===== src/rtl/lsu_wb_bridge.sv =====
// LSU-to-Wishbone bridge: accepts one upstream request, replays it on a
// registered downstream master, and returns a single-cycle completion.
// A downstream hang turns into an error completion after TIMEOUT_CYCLES.
module lsu_wb_bridge #(
  parameter int VIRTUAL_ADDR_LEN = 32,  // same value as VIRTUAL_ADDR_LEN in params.vh
  parameter int WB_DATA_LEN      = 32,
  parameter int TIMEOUT_CYCLES   = 256
) (
  input  logic                          clk,
  input  logic                          rstn,   // active-high synchronous reset
  input  logic                          flush,
  input  logic                          s_cyc_i,
  input  logic                          s_stb_i,
  input  logic                          s_we_i,
  input  logic [VIRTUAL_ADDR_LEN-1:0]   s_adr_i,
  input  logic [WB_DATA_LEN-1:0]        s_dat_i,
  input  logic [WB_DATA_LEN/8-1:0]      s_sel_i,
  output logic                          s_ack_o,
  output logic                          s_err_o,
  output logic [WB_DATA_LEN-1:0]        s_dat_o,
  output logic                          m_cyc_o,
  output logic                          m_stb_o,
  output logic                          m_we_o,
  output logic [VIRTUAL_ADDR_LEN-1:0]   m_adr_o,
  output logic [WB_DATA_LEN-1:0]        m_dat_o,
  output logic [WB_DATA_LEN/8-1:0]      m_sel_o,
  input  logic                          m_ack_i,
  input  logic                          m_err_i,
  input  logic [WB_DATA_LEN-1:0]        m_dat_i
);

  localparam int SEL_W = WB_DATA_LEN/8;
  localparam int CNT_W = $clog2(TIMEOUT_CYCLES) + 1;

  typedef enum logic [1:0] {IDLE = 2'd0, BUSY = 2'd1, RESP = 2'd2} state_e;

  state_e                        state_q, state_d;
  logic                          we_q, we_d;
  logic [VIRTUAL_ADDR_LEN-1:0]   adr_q, adr_d;
  logic [WB_DATA_LEN-1:0]        wdat_q, wdat_d;
  logic [SEL_W-1:0]              sel_q, sel_d;
  logic [WB_DATA_LEN-1:0]        rdat_q, rdat_d;
  logic                          err_q, err_d;
  logic                          drop_q, drop_d;
  logic [CNT_W-1:0]              cnt_q, cnt_d;

  logic accept, timeout, done;

  assign accept  = s_cyc_i & s_stb_i & ~flush;
  assign timeout = (cnt_q == CNT_W'(TIMEOUT_CYCLES - 1));
  assign done    = m_err_i | m_ack_i | timeout;

  // State register
  always_ff @(posedge clk) begin
    if (rstn) state_q <= IDLE;
    else      state_q <= state_d;
  end

  // Next-state: one request in flight, RESP is always a single cycle
  always_comb begin
    state_d = state_q;
    case (state_q)
      IDLE:    if (accept) state_d = BUSY;
      BUSY:    if (done)   state_d = RESP;
      RESP:    state_d = IDLE;
      default: state_d = IDLE;
    endcase
  end

  // Outputs: master driven only in BUSY, completion only in RESP unless dropped
  always_comb begin
    m_cyc_o = (state_q == BUSY);
    m_stb_o = (state_q == BUSY);
    m_we_o  = we_q;
    m_adr_o = adr_q;
    m_dat_o = wdat_q;
    m_sel_o = sel_q;
    s_ack_o = (state_q == RESP) & ~drop_q & ~flush;
    s_err_o = s_ack_o & err_q;
    s_dat_o = s_ack_o ? rdat_q : '0;
  end

  // Datapath next-state: capture request, count wait cycles, latch completion
  always_comb begin
    we_d   = we_q;
    adr_d  = adr_q;
    wdat_d = wdat_q;
    sel_d  = sel_q;
    rdat_d = rdat_q;
    err_d  = err_q;
    drop_d = drop_q;
    cnt_d  = cnt_q;
    case (state_q)
      IDLE: begin
        cnt_d  = '0;
        drop_d = 1'b0;
        if (accept) begin
          we_d   = s_we_i;
          adr_d  = s_adr_i;
          wdat_d = s_dat_i;
          sel_d  = s_sel_i;
        end
      end
      BUSY: begin
        // A flush cannot abort the bus cycle; it only hides the completion.
        if (flush) drop_d = 1'b1;
        if (m_err_i) begin
          err_d  = 1'b1;
          rdat_d = '0;
        end else if (m_ack_i) begin
          err_d  = 1'b0;
          rdat_d = we_q ? '0 : m_dat_i;
        end else if (timeout) begin
          err_d  = 1'b1;
          rdat_d = '1;
        end else begin
          cnt_d  = cnt_q + CNT_W'(1);
        end
      end
      RESP:    drop_d = 1'b0;
      default: ;
    endcase
  end

  // Datapath registers
  always_ff @(posedge clk) begin
    if (rstn) begin
      we_q   <= 1'b0;
      adr_q  <= '0;
      wdat_q <= '0;
      sel_q  <= '0;
      rdat_q <= '0;
      err_q  <= 1'b0;
      drop_q <= 1'b0;
      cnt_q  <= '0;
    end else begin
      we_q   <= we_d;
      adr_q  <= adr_d;
      wdat_q <= wdat_d;
      sel_q  <= sel_d;
      rdat_q <= rdat_d;
      err_q  <= err_d;
      drop_q <= drop_d;
      cnt_q  <= cnt_d;
    end
  end

endmodule

===== config.mk =====
export PLATFORM = sky130hd
export DESIGN_NAME = lsu_wb_bridge
export DESIGN_NICKNAME = d
export VERILOG_FILES = /design/src/rtl/lsu_wb_bridge.sv
export SDC_FILE = /design/constraint.sdc
export NUM_CORES = 1
export LEC_CHECK = 0
export CAP_MARGIN = 20
export CORE_MARGIN = 1.5
export CORE_UTILIZATION = 30
export CTS_BUF_LIST = sky130_fd_sc_hd__clkbuf_16
export DETAILED_ROUTE_END_ITERATION = 12
export GPL_ROUTABILITY_DRIVEN = 0
export PLACE_DENSITY = 0.72
export SLEW_MARGIN = 20
export SYNTH_ARGS = -nofsm -noshare
export SYNTH_HDL_FRONTEND = slang
export SYNTH_SLANG_ARGS = --single-unit

===== constraint.sdc =====
create_clock -name clk -period 2.3 [get_ports clk]
set_clock_uncertainty 0.2 [all_clocks]
set_input_delay 0.46 -clock clk [delete_from_list [all_inputs] [get_ports clk]]
set_output_delay 0.46 -clock clk [all_outputs]
set_load 0.03 [all_outputs]

== Word level (Yosys, flattened, before mapping) ==
Index checks and enable logic that the tools add are counted.

* Register bits: 114
* Input port bits: 108
* Output and inout bits: 105
* Logic and storage cells: 55

* Add/sub/neg operators: 1
* Equal/unequal tests: 9
* Mux-type cells: 17
* Bitwise operators: 9
* Reductions and logical operators: 10

{| class="wikitable"
|+ Operators by type and width
! cell !! count
|-
| 32-bit 2-to-1 mux || 5
|-
| 9-bit 2-to-1 mux || 3
|-
| 9-bit one-hot mux with 2 select lines || 1
|-
| 2-bit inequality test (second input constant) || 5
|-
| 9-bit by 1-bit adder with 9-bit output (second input constant) || 1
|-
| 9-bit by 8-bit == test with 1-bit output (second input constant) || 1
|-
| 2-bit AND reduction || 4
|-
| 1-bit bitwise AND || 5
|-
| 1-bit 2-to-1 mux || 4
|-
| 2-bit 2-to-1 mux || 2
|-
| 2-bit one-hot mux with 2 select lines || 1
|-
| 4-bit AND reduction || 1
|-
| 2-bit nonzero test || 2
|-
| 3-bit nonzero test || 1
|-
| 2-bit by 1-bit == test with 1-bit output (second input constant) || 1
|-
| 2-bit == test (second input constant) || 1
|-
| 2-bit logical NOT || 1
|-
| 2-bit by 1-bit inequality test with 1-bit output (second input constant) || 1
|-
| 1-bit NOT || 2
|-
| 1-bit bitwise OR || 2
|-
| 1-bit one-hot mux with 2 select lines || 1
|-
| 2-bit OR reduction || 1
|}

== Depth between registers and ports, before layout ==
Gate-level depths: netlist (run 1).

* Depth in word-level cells: 5
* Gate-level depth with buffers: 8
* Depth with buffers taken out: 7

== Least setup slack after synthesis (run 1) ==
OpenSTA, ideal clock, no wires.

* Kind: reg-to-output
* Start point: register state_q[1]
* End point: output port s_dat_o[22]
* Arrival: 1.582 ns
* Data required time: 1.640 ns
* Setup slack: 0.058 ns
* Stages on the path, launching flop included: 6
* Buffers on the path: 2
* Cell sequence: dfxtp_1 -> buf_2 -> inv_2 -> nor4_2 -> buf_2 -> and2_1

* Cells in the longest elaborated chain, start to end: 4

{| class="wikitable"
|+ RTL lines
! what !! RTL line !! source
|-
| start, declared || 37 || <nowiki>state_e state_q, state_d;</nowiki>
|-
| start signal, assigned || 56 || <nowiki>else state_q <= state_d;</nowiki>
|-
| 2-bit == test || 78 || <nowiki>s_ack_o = (state_q == RESP) & ~drop_q & ~flush;</nowiki>
|-
| 1-bit bitwise AND (2 in series) || 78 ||
|-
| named net s_ack_o || 18 || <nowiki>output logic s_ack_o,</nowiki>
|-
| 32-bit 2-to-1 mux || 80 || <nowiki>s_dat_o = s_ack_o ? rdat_q : '0;</nowiki>
|-
| end, declared || 20 || <nowiki>output logic [WB_DATA_LEN-1:0] s_dat_o,</nowiki>
|}

The timed path passes the listed nets, and every way through them passes these cells.

== Final worst setup path (run 1) ==
* Start point: register drop_q
* End point: output port s_dat_o[3]

* Cells in the longest elaborated chain, start to end: 4

{| class="wikitable"
|+ RTL lines
! what !! RTL line !! source
|-
| start, declared || 44 || <nowiki>logic drop_q, drop_d;</nowiki>
|-
| start signal, assigned || 143 || <nowiki>drop_q <= drop_d;</nowiki>
|-
| 1-bit NOT || 78 ||
|-
| 1-bit bitwise AND (2 in series) || 78 ||
|-
| 32-bit 2-to-1 mux || 80 ||
|}

No other way between the ends.

==> summary.txt, run 1 <==
Placed insts - 968
RSZ-0062 raised after global routing - true
CTS Buffer Depth - 2
Reg power frac - 38.9%
Largest net degree at the start of global routing - 78
Worst relative slew slack - 72.6%
CTS tree - yes
Sequential share of the synthesized area - 47.8%
Hold Buf Count CTS - 0
GRT overflow - 0
Final setup vio count - 0
Yosys reg bits - 114
Synth Instances - 571
Initial antenna violation count - 0
Int Pwr - 4.02 mW
CTS Sinks - 114
Vias in the first global route - 4473
Most numerous cell in the Yosys netlist - dfxtp_1
Main synth FF type - dfxtp_1
Status - completed
Static leakage - 2.98 nW
CORE AREA - 15400 sq um
Initial core utilization - 31.0%
Final layout net count - 893
Vias - 4928
Worst-path clk slew - 0.05 ns
WS Path Type - reg2out
Req. time, crit path - 1.64 ns
Cell Pwr Density - 662 nW/um^2
Area of the mapped netlist - 4770 sq um
Asr flop ratio synth - 0%
Syn-to-layout area delta - 66.6%
Period minus WS final - 2.27 ns
Crit path from - drop_q
Total power - 5.26 mW
Placement Rows - 45
Synth top area share - 47.8%
Global-route usage over all layers - 17.5%
Worst vdd ir - 450 uV
DRC violations left - 0
Critical Path AT - 1.61 ns
Sw Pwr - 1.25 mW
Starting DRT DRC Count - 244
Final slew viol count - 0
Antenna diodes - 0
Max-Cap Viols - 0
Clock root buffer - clkbuf_16
Synth warnings - 0
Worst Hold Class - in2reg
Total Wirelength - 15100 um
Synth cell count leaders - dfxtp_1, o21ai_0, a21oi_1
Post-Layout Cell Count - 1007
Worst Tran Pin Value - 0.410 ns
Top post-synthesis cells by area - dfxtp_1, o21ai_0, a21oi_1
Syn_nets - 681
Period utilization - 98.6%
Layout cells sized above 1 - 15.5%
Post-DR vias/cell - 4.89
Die Wd - 129 um
Syn Area/Cell - 8.36 sq um
Library cells used by synthesis - 37
Die height - 129 um
Worst r2r src - cnt_q[0]
Post-synth EDFFs - 0
Peak Freq - 0.441 GHz
Worst Path Max Fanout - 8
ANT nets after route - 0
Drt first pass iters - 4
Latest clock arrival within the worst-skew pair - 0.41 ns
H-Tree Depth - 4
First-pass GRT wire length - 23000 um
Setup crit end kind - primary output
Layout fillers - 1445
Comb power frac - 12.2%
Clock buffer count from CTS - 17
Worst setup SP type - flip-flop
PortBufs - 212
Most area-hungry cell type in the Yosys netlist - dfxtp_1
Net Sw Frac - 23.7%
WL per Instance - 15.0 um
HPWL after DPL - 9900 um
Final hold vios - 0
Die ar. - 16700 sq um
Worst hold start - rstn
Top Ports - 213
Clock power share - 48.9%
[cell type report]
type / instances / area [sq um] / area share [%]
inverter: 37 / 143 / 1.79
tap: 211 / 264 / 3.32
timing repair buffer: 251 / 2550 / 32.1
clock inverter: 15 / 150 / 1.89
multi-input combinational: 362 / 2120 / 26.7
clock buffer: 17 / 425 / 5.35
sequential: 114 / 2290 / 28.8
[placed cells by master (no fill, tap or decap), types with 2 or more instances in the layout]
| cell type | instances |
|---|---|
| clkdlybuf4s50_1 | 172 |
| dfxtp_1 | 111 |
| o21ai_0 | 97 |
| a21oi_1 | 78 |
| nand3_1 | 71 |
| inv_1 | 36 |
| buf_4 | 35 |
| a22o_1 | 32 |
| buf_6 | 32 |
| and2_1 | 27 |
| clkbuf_16 | 19 |
| o21ai_1 | 9 |
| buf_12 | 7 |
| and2_4 | 6 |
| or3_1 | 5 |
| clkinvlp_4 | 4 |
| nor2_1 | 4 |
| clkinv_1 | 4 |
| nand4b_1 | 3 |
| o31ai_1 | 3 |
| or4_1 | 3 |
| nand2_1 | 3 |
| clkinv_2 | 3 |
| bufinv_16 | 3 |
| inv_2 | 2 |
| nor4_4 | 2 |
| nand4_1 | 2 |
| nor3_1 | 2 |
| ha_1 | 2 |
| buf_2 | 2 |
| dfxtp_4 | 2 |
[sequential cells by signal, indices dropped and copies added, names as in the netlist]
name / cells
m_adr_o: 32
m_dat_o: 32
rdat_q: 32
cnt_q: 9
m_sel_o: 4
state_q: 2
drop_q: 1
err_q: 1
m_we_o: 1
[through the flow]
| step | hold slack (ns) | utilization, % | setup WS (ns) | TNS, ns | cell area (sq um) |
|---|---|---|---|---|---|
| 5_1_grt | 0.183 | 51.7 | -0.0317 | -0.221 | 7950 |
| 3_5_place_dp | 0.257 | 46.4 | -0.0298 | -0.264 | 7140 |
| 2_1_floorplan | 0.240 | - | 0.0575 | 0 | 4770 |
| 6_report | 0.187 | 51.7 | 0.0320 | 0 | 7950 |
| 3_3_place_gp | 0.250 | 46.4 | -0.000596 | -0.000596 | 7140 |
| 4_1_cts | 0.167 | 50.7 | -0.0134 | -0.0254 | 7790 |
[power by group through the flow]
| stage | sequential, mW | clock (mW) | combinational, mW |
|---|---|---|---|
| finish | 2.05 | 2.57 | 0.644 |
| global route | 2.05 | 2.72 | 0.694 |
| CTS | 2.05 | 2.62 | 0.642 |
| detailed placement | 2.09 | 0 | 0.638 |
| global placement | 2.09 | 0 | 0.635 |
| floorplan | 2.17 | 0 | 0.205 |
[cell families (layout without fill, tap and decap cells)]
kind of cell    after synthesis  count (layout)  synth area share [%]
compound gates              227             227                  27.0
flops                       114             114                  47.8
buf+inv                      95             320                  8.39
fa+ha+maj                     2               2                 0.524
simple gates                133             133                  16.3
[layer usage]
metal | track usage (%) | part of all wire, % | wire length, um
met1 | 21.7 | 44 | 6680
met2 | 27.2 | 46 | 6970
met3 | 7.84 | 8.7 | 1320
met4 | 5.29 | 0.85 | 129
met5 | 0 | 0 | 0
[worst paths after layout]
| kind | endpoint | slack, ns | cells past startpoint |
|---|---|---|---|
| worst max-delay path | s_dat_o[3] | 0.03 | 5 |
| worst min-delay path | err_q | 0.19 | 2 |
| worst max register to register | cnt_q[6] | 0.13 | 7 |
| worst min register to register | m_sel_o[1] | 0.26 | 2 |
[worst max-delay path, stage by stage, from the launching register on]
cell	delay, ns
dfxtp_2	0.32
nor4_4	0.27
buf_6	0.17
clkbuf_16	0.15
and2_1	0.15
buf_6	0.14
[repair_timing]
item	4_1_cts	5_1_grt
setup buffers	1	3
resized for setup	21	24
cloned	0	3
endpoints found under the setup margin	35	33
pin swaps	0	1
Note: power is estimated with default switching activity, not from simulation.
==> run 2: changes to the inputs <==
--- a/config.mk
+++ b/config.mk
@@ -12,6 +12,7 @@
 export DETAILED_ROUTE_END_ITERATION = 12
 export GPL_ROUTABILITY_DRIVEN = 0
 export PLACE_DENSITY = 0.72
+export RECOVER_POWER = 25
 export SLEW_MARGIN = 20
 export SYNTH_ARGS = -nofsm -noshare
 export SYNTH_HDL_FRONTEND = slang
==> summary.txt, run 2 (synthesis gave the netlist of run 1 again) <==
Status - completed
Cell Pwr Density - 665 nW/um^2
Drt first pass iters - 4
Die height - 129 um
Critical Path Stages - 5
PortBufs - 212
H-Tree Depth - 4
Starting DRT DRC Count - 241
Worst Hold Class - in2reg
Vias in the first global route - 4473
Max-Cap Viols - 0
Worst Path Max Fanout - 8
Global-route usage over all layers - 17.5%
Hold Path Sink - err_q
Slowest cell on the critical path - dfxtp_2
HPWL after DPL - 9900 um
Initial core utilization - 31.0%
Worst r2r src - cnt_q[0]
Worst hold start - rstn
Top Ports - 213
Die Wd - 129 um
Latest clock arrival within the worst-skew pair - 0.41 ns
CTS Buffer Depth - 2
CTS tree - yes
Post-Layout Cell Count - 1008
CORE AREA - 15400 sq um
Commonest non-fill, non-tap cells in the layout - clkdlybuf4s50_1, dfxtp_1, o21ai_0, a21oi_1, nand3_1
Area after DPL - 7140 sq um
Static leakage - 2.96 nW
RSZ-0062 raised after global routing - true
GRT overflow - 0
Placed insts - 968
CTS Sinks - 114
Commonest non-fill, non-tap cell in the layout - clkdlybuf4s50_1
Worst setup SP type - flip-flop
Largest net degree at the start of global routing - 78
Layout cells sized above 1 - 15.2%
Req. time, crit path - 1.64 ns
Final setup vio count - 0
Die ar. - 16700 sq um
Total Wirelength - 15100 um
ANT nets after route - 0
Worst vdd ir - 449 uV
Final layout net count - 893
WS Path Type - reg2out
Cell family with most CP delay - buffers and inverters
Crit-path cells - nor4_4, buf_6, clkbuf_16, and2_1, buf_6
Post-DR vias/cell - 4.86
WHS Path Cells - 2
Period minus WS final - 2.27 ns
Setup slack, reg-to-reg - 0.14 ns
Worst-path clk slew - 0.05 ns
Layout fillers - 1449
WL per Instance - 15.0 um
Worst relative slew slack - 40.2%
DRC violations left - 0
WP buf/inv - 3
Final setup TNS - 0 ns
Period utilization - 98.5%
First-pass GRT wire length - 23000 um
Slowest stage delay, CP - 0.32 ns
CP dominant cell by count - buf_6
Placement Rows - 45
Clock buffer count from CTS - 17
FF+latch area - 2290 sq um
Total power - 5.25 mW
Multi-input gate area - 2120 sq um
Syn-to-layout area delta - 65.7%
Worst r2r dst - cnt_q[6]
Clock root buffer - clkbuf_16
Setup crit end kind - primary output
Vias - 4895
Cells on worst reg2reg path - 7
Final slew viol count - 0
Hold Buf Count CTS - 0
Initial antenna violation count - 0
Peak Freq - 0.441 GHz
Critical Path AT - 1.61 ns
Final hold vios - 0
Post-route cell area - 7900 sq um
Worst hold slack - 0.159 ns
Worst Tran Pin Value - 0.897 ns
-- run 2: layout make-up --
class                   instances  area share (%)
inverters                      37            1.80
diodes                          1          0.0317
well taps                     211            3.34
flip-flops and latches        114            29.0
repair buffers                251            31.7
clock inverters                15            1.90
clock buffers                  17            5.38
multi-input cells             362            26.8
-- run 2: what timing repair did --
action                     CTS  global route
cloned                       0             3
setup buffers                1             3
gates resized for setup     21            24
pin swaps                    0             1
setup endpoints to repair   35            33
-- run 2: worst max path at each step --
| stage | start | end | slack [ns] |
|---|---|---|---|
| after floorplan | state_q[1] | s_dat_o[22] | 0.06 |
| after global placement | flush | m_dat_o[13] | -0.0006 |
| after detailed placement | flush | m_dat_o[3] | -0.03 |
| after CTS | state_q[1] | s_dat_o[27] | -0.01 |
| after global routing | drop_q | s_dat_o[3] | -0.03 |
| final | drop_q | s_dat_o[3] | 0.03 |
-- run 2: power breakdown --
part	switching (mW)	total (mW)	internal, mW	leakage (nW)
Clock	0.905	2.57	1.67	0.281
Sequential	0.0249	2.05	2.02	0.925
Combinational	0.316	0.631	0.315	1.76
-- run 2: metal layers --
layer | vias up | part of all wire (%) | track usage [%]
met3 | 11 | 9.0 | 7.84
met4 | 0 | 0.90 | 5.29
li1 | 2442 | - | -
met2 | 181 | 46 | 27.2
met1 | 2261 | 44 | 21.7
met5 | - | 0 | 0
-- run 2: metrics by stage --
step                setup WS [ns]  utilization, %
global placement        -0.000596            46.4
floorplan                  0.0575               -
CTS                       -0.0134            50.7
finish                     0.0344            51.4
detailed placement        -0.0298            46.4
global route              -0.0317            51.4
-- run 2: worst register-to-register path, delay by kind of cell, from the launching register on --
family	cells	cell delay, ns
DFF	1	0.33
and+or+nand+nor	3	0.65
adders and majority gates	2	0.45
AOI/OAI and AO/OA	2	0.47
==> run 3: changes to the inputs <==
--- a/config.mk
+++ b/config.mk
@@ -11,6 +11,7 @@
 export CTS_BUF_LIST = sky130_fd_sc_hd__clkbuf_16
 export DETAILED_ROUTE_END_ITERATION = 12
 export GPL_ROUTABILITY_DRIVEN = 0
+export GPL_TIMING_DRIVEN = 0
 export PLACE_DENSITY = 0.72
 export RECOVER_POWER = 25
 export SLEW_MARGIN = 20
==> summary.txt, run 3 (synthesis gave the netlist of run 1 again) <==
Top Ports - 213
Setup slack, reg-to-reg - 0.08 ns
Met2 wire length - 7310 um
Slowest cell on the critical path - dfxtp_2
Post-DR vias/cell - 4.86
PortBufs - 209
CORE AREA - 15400 sq um
WP buf/inv - 5
Period utilization - 103%
Total Wirelength - 15900 um
WS Path Type - reg2out
Vias in the first global route - 4695
Net Sw Frac - 24.4%
Placement Rows - 45
Comb power frac - 12.7%
Final hold vios - 0
Max-Cap Viols - 0
Global-route usage over all layers - 18.8%
Layout cells sized above 1 - 15.9%
Final worst-path setup slack - -0.0730 ns
RSZ-0062 raised after global routing - true
Worst relative slew slack - 50.7%
Pre-CTS WS - -1.04 ns
Final setup vio count - 31
Failing checks - negative setup slack
Final slew viol count - 0
Initial core utilization - 31.0%
Status - finished, violations left
Crit-path cells - buf_6, inv_4, nor4_4, buf_6, clkbuf_8, and2_4, buf_6
Reg power frac - 41.3%
Static leakage - 3.08 nW
Final layout net count - 920
Int Pwr - 3.75 mW
Die height - 129 um
First-pass GRT wire length - 24500 um
DR WL met3 - 1620 um
Period minus WS final - 2.37 ns
Peak Freq - 0.421 GHz
Top Metal Used - met4
Die Wd - 129 um
Commonest non-fill, non-tap cell in the layout - clkdlybuf4s50_1
CTS tree - yes
Largest net degree at the start of global routing - 17
Layout fillers - 1448
ANT nets after route - 0
Req. time, crit path - 1.64 ns
Post-Layout Cell Count - 1031
Cell family with most CP delay - buffers and inverters
Clock root buffer - clkbuf_16
Worst setup SP type - flip-flop
HPWL after DPL - 11000 um
Starting DRT DRC Count - 203
Die ar. - 16700 sq um
Worst Tran Pin Value - 0.736 ns
WL per Instance - 15.4 um
Final setup TNS - -1.65 ns
Worst Path Max Fanout - 8
Sw Pwr - 1.21 mW
CTS Sinks - 114
Clock buffer count from CTS - 17
Slowest stage delay, CP - 0.34 ns
Worst-path clk slew - 0.05 ns
Setup crit end kind - primary output
Vias - 5012
CTS Buffer Depth - 2
Worst vdd ir - 476 uV
Placed insts - 991
Drt first pass iters - 5
Initial antenna violation count - 1
Critical Path AT - 1.71 ns
Cell Pwr Density - 627 nW/um^2
DRC violations left - 0
Hold Buf Count CTS - 0
Syn-to-layout area delta - 66.1%
Worst Hold Class - in2reg
CP dominant cell by count - buf_6
M1 WL - 6790 um
GRT overflow - 0
Commonest non-fill, non-tap cells in the layout - clkdlybuf4s50_1, dfxtp_1, o21ai_0, a21oi_1, nand3_1
H-Tree Depth - 4
Latest clock arrival within the worst-skew pair - 0.40 ns
Clock power share - 46.0%
-- run 3: cell type report --
cell class / count / area [sq um] / share of cell area [%]
Sequential cell: 114 / 2280 / 28.8
Timing Repair Buffer: 220 / 2210 / 27.9
Multi-Input combinational cell: 362 / 2190 / 27.6
Clock buffer: 17 / 425 / 5.37
Buffer: 58 / 323 / 4.07
Tap cell: 211 / 264 / 3.33
Inverter: 37 / 145 / 1.83
Clock inverter: 11 / 77.6 / 0.979
Antenna cell: 1 / 2.50 / 0.0316
-- run 3: per-layer routing --
metal / global-route usage (%) / vias up
li1: - / 2497
met3: 8.92 / 14
met2: 29.8 / 188
met5: 0 / -
met4: 4.82 / 0
met1: 22.9 / 2313
-- run 3: worst paths after layout --
path	startpoint	depth (start not counted)	endpoint
worst max-delay path	state_q[1]	7	s_dat_o[4]
worst min-delay path	m_ack_i	3	rdat_q[1]
worst max register to register	state_q[1]	6	m_we_o
worst min register to register	err_q	2	err_q
-- run 3: what timing repair did --
item	CTS	global route
setup buffers	5	4
pin swaps	11	7
gates resized for setup	268	46
cloned	1	1
endpoints found under the setup margin	67	70
-- run 3: worst min-delay path, delay by kind of cell --
kind / cells / cell delay [ns]
compound gates: 2 / 0.21
buf+inv: 1 / 0.17
-- run 3: power groups by stage --
stage	combinational [mW]	sequential, mW	clock, mW
after floorplan	0.205	2.17	0
after global placement	0.622	2.09	0
after detailed placement	0.623	2.09	0
after CTS	0.634	2.05	2.34
after global routing	0.680	2.05	2.45
final	0.630	2.05	2.28
-- run 3: per-stage QoR --
step                hold WS, ns  utilization [%]  area [sq um]  power (mW)
detailed placement        0.258             46.4          7130        2.71
floorplan                 0.240                -          4770        2.37
global route              0.268             51.6          7920        5.19
global placement          0.253             46.4          7130        2.71
CTS                       0.243             50.6          7780        5.03
finish                    0.262             51.6          7920        4.97
